<file path="src/rtl/instr_fetch_queue.sv">
// Instruction fetch queue.
// Takes fetch addresses from the PC register, issues one instruction-memory
// request at a time, and buffers up to two {pc, npc, instr} entries for
// decode. A flush discards everything already buffered, and also discards any
// response still owed by memory. Decode outputs come straight from the
// head-entry registers.
module instr_fetch_queue (
    input  logic        clk,
    input  logic        reset,

    // PC register side
    input  logic [31:0] pc_in,
    input  logic        pc_valid,
    output logic        pc_ready,

    // Instruction memory side
    output logic        imem_req,
    output logic [31:0] imem_addr,
    input  logic        imem_gnt,
    input  logic        imem_rvalid,
    input  logic [31:0] imem_rdata,

    // Redirect
    input  logic        flush,

    // Decode side
    output logic        id_valid,
    output logic [31:0] id_instr,
    output logic [31:0] id_pc,
    output logic [31:0] id_npc,
    input  logic        id_ready
);

    typedef enum logic [1:0] {
        S_IDLE,   // no request in flight; may accept a new pc
        S_REQ,    // request presented, waiting for imem_gnt
        S_RESP,   // granted, waiting for imem_rvalid; data is kept
        S_DROP    // granted, waiting for imem_rvalid; data is discarded
    } state_t;

    state_t      r_state;
    state_t      w_next_state;

    // Address of the request in flight. It is also the pc of the next entry
    // that gets pushed.
    logic [31:0] r_addr;

    // Set when a flush arrives while the request is still ungranted, so that
    // the eventual response is thrown away.
    logic        r_flushed;

    // Two-entry queue. Entry 0 is always the head, and entry 1 sits behind it.
    logic [1:0]  r_count;
    logic [31:0] r_pc0;
    logic [31:0] r_pc1;
    logic [31:0] r_npc0;
    logic [31:0] r_npc1;
    logic [31:0] r_instr0;
    logic [31:0] r_instr1;

    logic        w_pc_ready;
    logic        w_req;
    logic        w_push;
    logic        w_pop;
    logic        w_accept;
    logic [31:0] w_npc;

    // Next-state and handshake decode for the fetch FSM.
    always_comb begin
        // NOTE: every signal gets a default before the case statement. A
        // path that left one unassigned would infer a latch.
        w_next_state = r_state;
        w_pc_ready   = 1'b0;
        w_req        = 1'b0;
        w_push       = 1'b0;
        case (r_state)
            S_IDLE: begin
                // Nothing is outstanding in IDLE, so the occupancy alone
                // decides whether a new fetch still fits.
                w_pc_ready = !flush && (r_count < 2'd2);
                if (pc_valid && w_pc_ready) begin
                    w_next_state = S_REQ;
                end
            end
            S_REQ: begin
                w_req = 1'b1;
                if (imem_gnt) begin
                    w_next_state = (r_flushed || flush) ? S_DROP : S_RESP;
                end
            end
            S_RESP: begin
                if (flush) begin
                    // A response that arrives together with the flush is
                    // simply dropped. Otherwise it is still owed, so it must
                    // be absorbed in DROP.
                    w_next_state = imem_rvalid ? S_IDLE : S_DROP;
                end else if (imem_rvalid) begin
                    w_push       = 1'b1;
                    w_next_state = S_IDLE;
                end
            end
            S_DROP: begin
                if (imem_rvalid) begin
                    w_next_state = S_IDLE;
                end
            end
            default: begin
                w_next_state = S_IDLE;
            end
        endcase
    end

    assign w_accept = pc_valid && w_pc_ready;
    assign w_pop    = (r_count != 2'd0) && id_ready;
    assign w_npc    = r_addr + 32'd4;

    // FSM state register.
    always_ff @(posedge clk) begin
        // NOTE: state is updated with non-blocking assignments so that every
        // flop samples values from before the edge, whatever the order in
        // which the blocks are evaluated.
        if (reset) begin
            r_state <= S_IDLE;
        end else begin
            r_state <= w_next_state;
        end
    end

    // Request address capture and memory of a flush seen while ungranted.
    always_ff @(posedge clk) begin
        if (reset) begin
            r_addr    <= 32'd0;
            r_flushed <= 1'b0;
        end else begin
            if (w_accept) begin
                r_addr <= pc_in & 32'hFFFF_FFFC;
            end
            r_flushed <= (r_state == S_REQ) && !imem_gnt && (r_flushed || flush);
        end
    end

    // Queue storage: push at the tail, pop from the head, and clear on flush.
    always_ff @(posedge clk) begin
        // NOTE: the data registers are cleared along with the count, because
        // the decode outputs read them directly and must show zero after
        // reset or flush.
        if (reset || flush) begin
            r_count  <= 2'd0;
            r_pc0    <= 32'd0;
            r_pc1    <= 32'd0;
            r_npc0   <= 32'd0;
            r_npc1   <= 32'd0;
            r_instr0 <= 32'd0;
            r_instr1 <= 32'd0;
        end else begin
            case ({w_push, w_pop})
                2'b10: begin
                    if (r_count == 2'd0) begin
                        r_pc0    <= r_addr;
                        r_npc0   <= w_npc;
                        r_instr0 <= imem_rdata;
                    end else begin
                        r_pc1    <= r_addr;
                        r_npc1   <= w_npc;
                        r_instr1 <= imem_rdata;
                    end
                    r_count <= r_count + 2'd1;
                end
                2'b01: begin
                    r_pc0    <= r_pc1;
                    r_npc0   <= r_npc1;
                    r_instr0 <= r_instr1;
                    r_pc1    <= 32'd0;
                    r_npc1   <= 32'd0;
                    r_instr1 <= 32'd0;
                    r_count  <= r_count - 2'd1;
                end
                2'b11: begin
                    // The occupancy does not change. The new entry goes in
                    // directly behind whatever remains after the pop.
                    if (r_count == 2'd1) begin
                        r_pc0    <= r_addr;
                        r_npc0   <= w_npc;
                        r_instr0 <= imem_rdata;
                    end else begin
                        r_pc0    <= r_pc1;
                        r_npc0   <= r_npc1;
                        r_instr0 <= r_instr1;
                        r_pc1    <= r_addr;
                        r_npc1   <= w_npc;
                        r_instr1 <= imem_rdata;
                    end
                end
                default: begin
                end
            endcase
        end
    end

    // Reset also masks pc_ready, so the PC register cannot load while the
    // queue is being cleared.
    assign pc_ready  = w_pc_ready && !reset;
    assign imem_req  = w_req;
    assign imem_addr = r_addr;

    assign id_valid  = (r_count != 2'd0);
    assign id_pc     = r_pc0;
    assign id_npc    = r_npc0;
    assign id_instr  = r_instr0;

endmodule

</file>
<file path="config.mk">
export PLATFORM = sky130hd
export DESIGN_NAME = instr_fetch_queue
export DESIGN_NICKNAME = d
export VERILOG_FILES = /design/src/rtl/instr_fetch_queue.sv
export SDC_FILE = /design/constraint.sdc
export NUM_CORES = 1
export LEC_CHECK = 0
export ABC_AREA = 1
export CORE_ASPECT_RATIO = 1.4
export CORE_UTILIZATION = 51
export DETAILED_ROUTE_END_ITERATION = 12
export PLACE_DENSITY = 0.76
export SYNTH_ARGS = -nofsm -noshare
export SYNTH_HDL_FRONTEND = slang
export SYNTH_SLANG_ARGS = --single-unit
</file>
<file path="constraint.sdc">
create_clock -name clk -period 3.4 [get_ports clk]
set_clock_uncertainty 0.2 [all_clocks]
set_input_delay 0.68 -clock clk [delete_from_list [all_inputs] [get_ports clk]]
set_output_delay 0.68 -clock clk [all_outputs]
set_load 0.01 [all_outputs]
</file>
==> summary.txt <==
CTS
  – Post-CTS Hold Fix Bufs: 0
  – Htree depth: 1
  – Worst skew pair latency: 490 ps
  – Cts repair resizes: 0
  – TritonCTS clock tree: built
  – Sink Count: 219
  – Clock Tree Buf Depth: 3
  – Post-CTS Setup Bufs: 0
  – Clk root buf: clkbuf_16
  – Num CTS Buffers: 21
  – Clk pin slew, worst setup/hold paths: 60 ps

Setup path
  – Setup Crit Path Kind: input port to primary output
  – R2R depth: 12
  – CP arrival: 2250 ps
  – Critical Path End Type: primary output
  – WP data required: 2520 ps
  – Crit Reg-Reg Startpoint: r_count[1]
  – RR Endpoint: id_pc[19]
  – CP max FO: 5
  – Startpoint Class: input port
  – Slack of the worst reg-to-reg path: 820 ps

Pwr
  – P_sw: 1740 uW
  – Comb power frac: 0.171
  – Total power: 6260 uW
  – P_leak: 0.00438 uW
  – Worst-case vdd ir drop: 0.000390 V
  – Clock power share: 0.372
  – Pwr dens: 508 nW/um^2
  – Internal power: 4520 uW
  – Sw Ratio: 0.278
  – Seq pwr share: 0.457

Place
  – Port buffer count: 193
  – GP Congestion: 0.900
  – Dpl hpwl: 17.6 mm
  – Pre-CTS setup slack: 220 ps

Detailed routing
  – Met2 WL: 13.8 mm
  – Antenna Violating Nets Remaining: 0
  – WL per Instance: 16.1 um
  – DR iter-0 viols: 861
  – Met1 WL: 11.1 mm
  – Met3 WL: 1.78 mm
  – # DRC: 0
  – DR top layer: met4
  – Total routed wirelength: 27.8 mm
  – Vias post-DR: 9,420
  – DR pass1 iterations: 5
  – Via density per instance: 5.47

Synthesis
  – Most common cell in the netlist: nand2_1
  – Synth async-reset ratio: 0
  – Yosys top cell area share: 0.454
  – Cells after synthesis: 1,328
  – Main area contributors after synthesis: dfxtp_1 45%, nand2_1 14%, a21oi_1 7.6%
  – Avg Cell Area, Syn: 7.27 um^2
  – Post-synth top cells: 368 x nand2_1, 219 x dfxtp_1, 147 x a21oi_1
  – Leading area contributor after synthesis: dfxtp_1
  – Distinct cells, synth: 40
  – Most common flop cell mapped by yosys: dfxtp_1
  – Yosys warnings: 0
  – Synth Cell Area: 9650 um^2
  – Sequential-to-total area share from yosys stat: 0.454
  – Post-synth EDFFs: 0
  – #FFs+latches synth: 219

GRT
  – Largest net degree at the start of global routing: 94
  – Global-route wire length before repair: 44.6 mm
  – Global route overflow: 0
  – Vias in the first global route: 8,835
  – Initial antenna violation count: 3
  – Tot GR Track Use: 0.282

Flow run
  – Max_cap viols: 0

Die
  – Die width: 118 um
  – Core Area: 18,500 um^2
  – Initial cell density of the core: 0.521
  – Die area: 19,500 um^2
  – Die H: 165 um
  – Core Rows: 59
  – I/O Pins: 202

Worst hold path
  – Hold_sp: r_npc1[13]
  – Hold WC Path Type: flop to flop
  – Hold EP: r_npc1[13]
  – Hold path depth: 2

STA
  – Total negative slack: 0 ps
  – Hold Slack: 264 ps
  – Slew margin rel.: 0.279
  – Least-Margin Pin Slew: 1080 ps
  – Slew Viols, Final: 0
  – Post-route setup slack: 273 ps
  – Final setup viols: 0
  – Peak Freq: 0.320 GHz
  – Clock period minus worst slack: 3130 ps
  – Final Hold Fails: 0
  – RSZ-0062 raised after global routing: no
  – Final Cycle Share: 0.920

Finish
  – Layout cell share with drive strength beyond 1: 0.0582
  – FILL cells: 1,654
  – Layout Utilization: 0.666
  – Area growth syn-to-layout: 27.8%
  – Final layout net count: 1,544
  – Multi-input logic area: 4470 um^2
  – Sequential cell area: 4380 um^2

Status
  – Status: complete, no violations
## how the worst max path moves through the flow
| stage | startpoint | end | slack [ps] | cells after the start |
|---|---|---|---|---|
| finish | reset | pc_ready | 270 | 5 |
| global route | reset | pc_ready | 160 | 5 |
| CTS | reset | pc_ready | 280 | 5 |
| detailed placement | flush | id_pc[22] | 220 | 10 |
| global placement | flush | id_pc[20] | 270 | 10 |
| floorplan | r_count[1] | id_instr[0] | 840 | 13 |
## layout by cell type (no fill, tap or decap), types with 2 or more instances in the layout
cell	instances
nor2_4	9
buf_4	15
ha_1	7
and2_1	3
a31oi_1	68
inv_1	70
buf_12	8
a21oi_1	147
inv_2	5
diode_2	2
clkdlybuf4s50_1	193
o21ai_1	2
clkbuf_16	21
conb_1	6
nor2_1	39
clkinv_1	2
clkbuf_1	5
bufinv_16	3
nand2_2	5
o21ai_0	121
nand3_1	117
dfxtp_1	219
xor2_1	14
nand4_1	2
nand2_1	368
clkinv_2	4
nor2_2	6
nand2_4	2
## registers in the layout, indices dropped and copies added (netlist names)
signal / count
id_npc: 30
r_instr1: 32
imem_addr: 30
id_instr: 32
id_pc: 30
r_state: 2
r_flushed: 1
r_pc1: 30
r_count: 2
r_npc1: 30
## worst max-delay path: stages
cell	delay, ps
clkdlybuf4s50_1	530
nor2_4	150
clkinv_2	60
nor4_1	230
clkdlybuf4s50_1	600
## power groups by stage
stage	registers (uW)	clock network [uW]	logic [uW]
3_5_place_dp	2920	0	1060
4_1_cts	2860	2360	1070
3_3_place_gp	2920	0	1050
5_1_grt	2880	2460	1180
6_report	2860	2330	1070
2_1_floorplan	2890	0	579
## final cells by class
| cell class | instances | area share |
|---|---|---|
| multi-input combinational | 930 | 0.363 |
| sequential | 219 | 0.355 |
| timing repair buffer | 216 | 0.179 |
| clock buffer | 27 | 0.0452 |
| tap | 244 | 0.0247 |
| inverter | 78 | 0.0238 |
| clock inverter | 7 | 0.00913 |
| antenna | 2 | 0.000406 |
## stage by stage
step / instances / cell area (um^2)
detailed placement: 1687 / 11700
CTS: 1721 / 12300
floorplan: 1333 / 9670
global route: 1723 / 12300
finish: 1723 / 12300
global placement: 1687 / 11700
## metal layers
layer / track usage / vias up
met5: 0 / -
met4: 0.124 / 0
met3: 0.0404 / 69
met2: 0.504 / 370
met1: 0.337 / 4320
li1: - / 4661
## cells by family after synthesis
kind of cell / after synthesis / synth area share
simple gates: 557 / 0.245
flops: 219 / 0.454
other cells: 1 / 0.000388
buf+inv: 184 / 0.0866
xor+xnor: 16 / 0.0153
fa+ha+maj: 7 / 0.00907
compound gates: 344 / 0.189
Note: power is estimated with default switching activity, not from simulation.
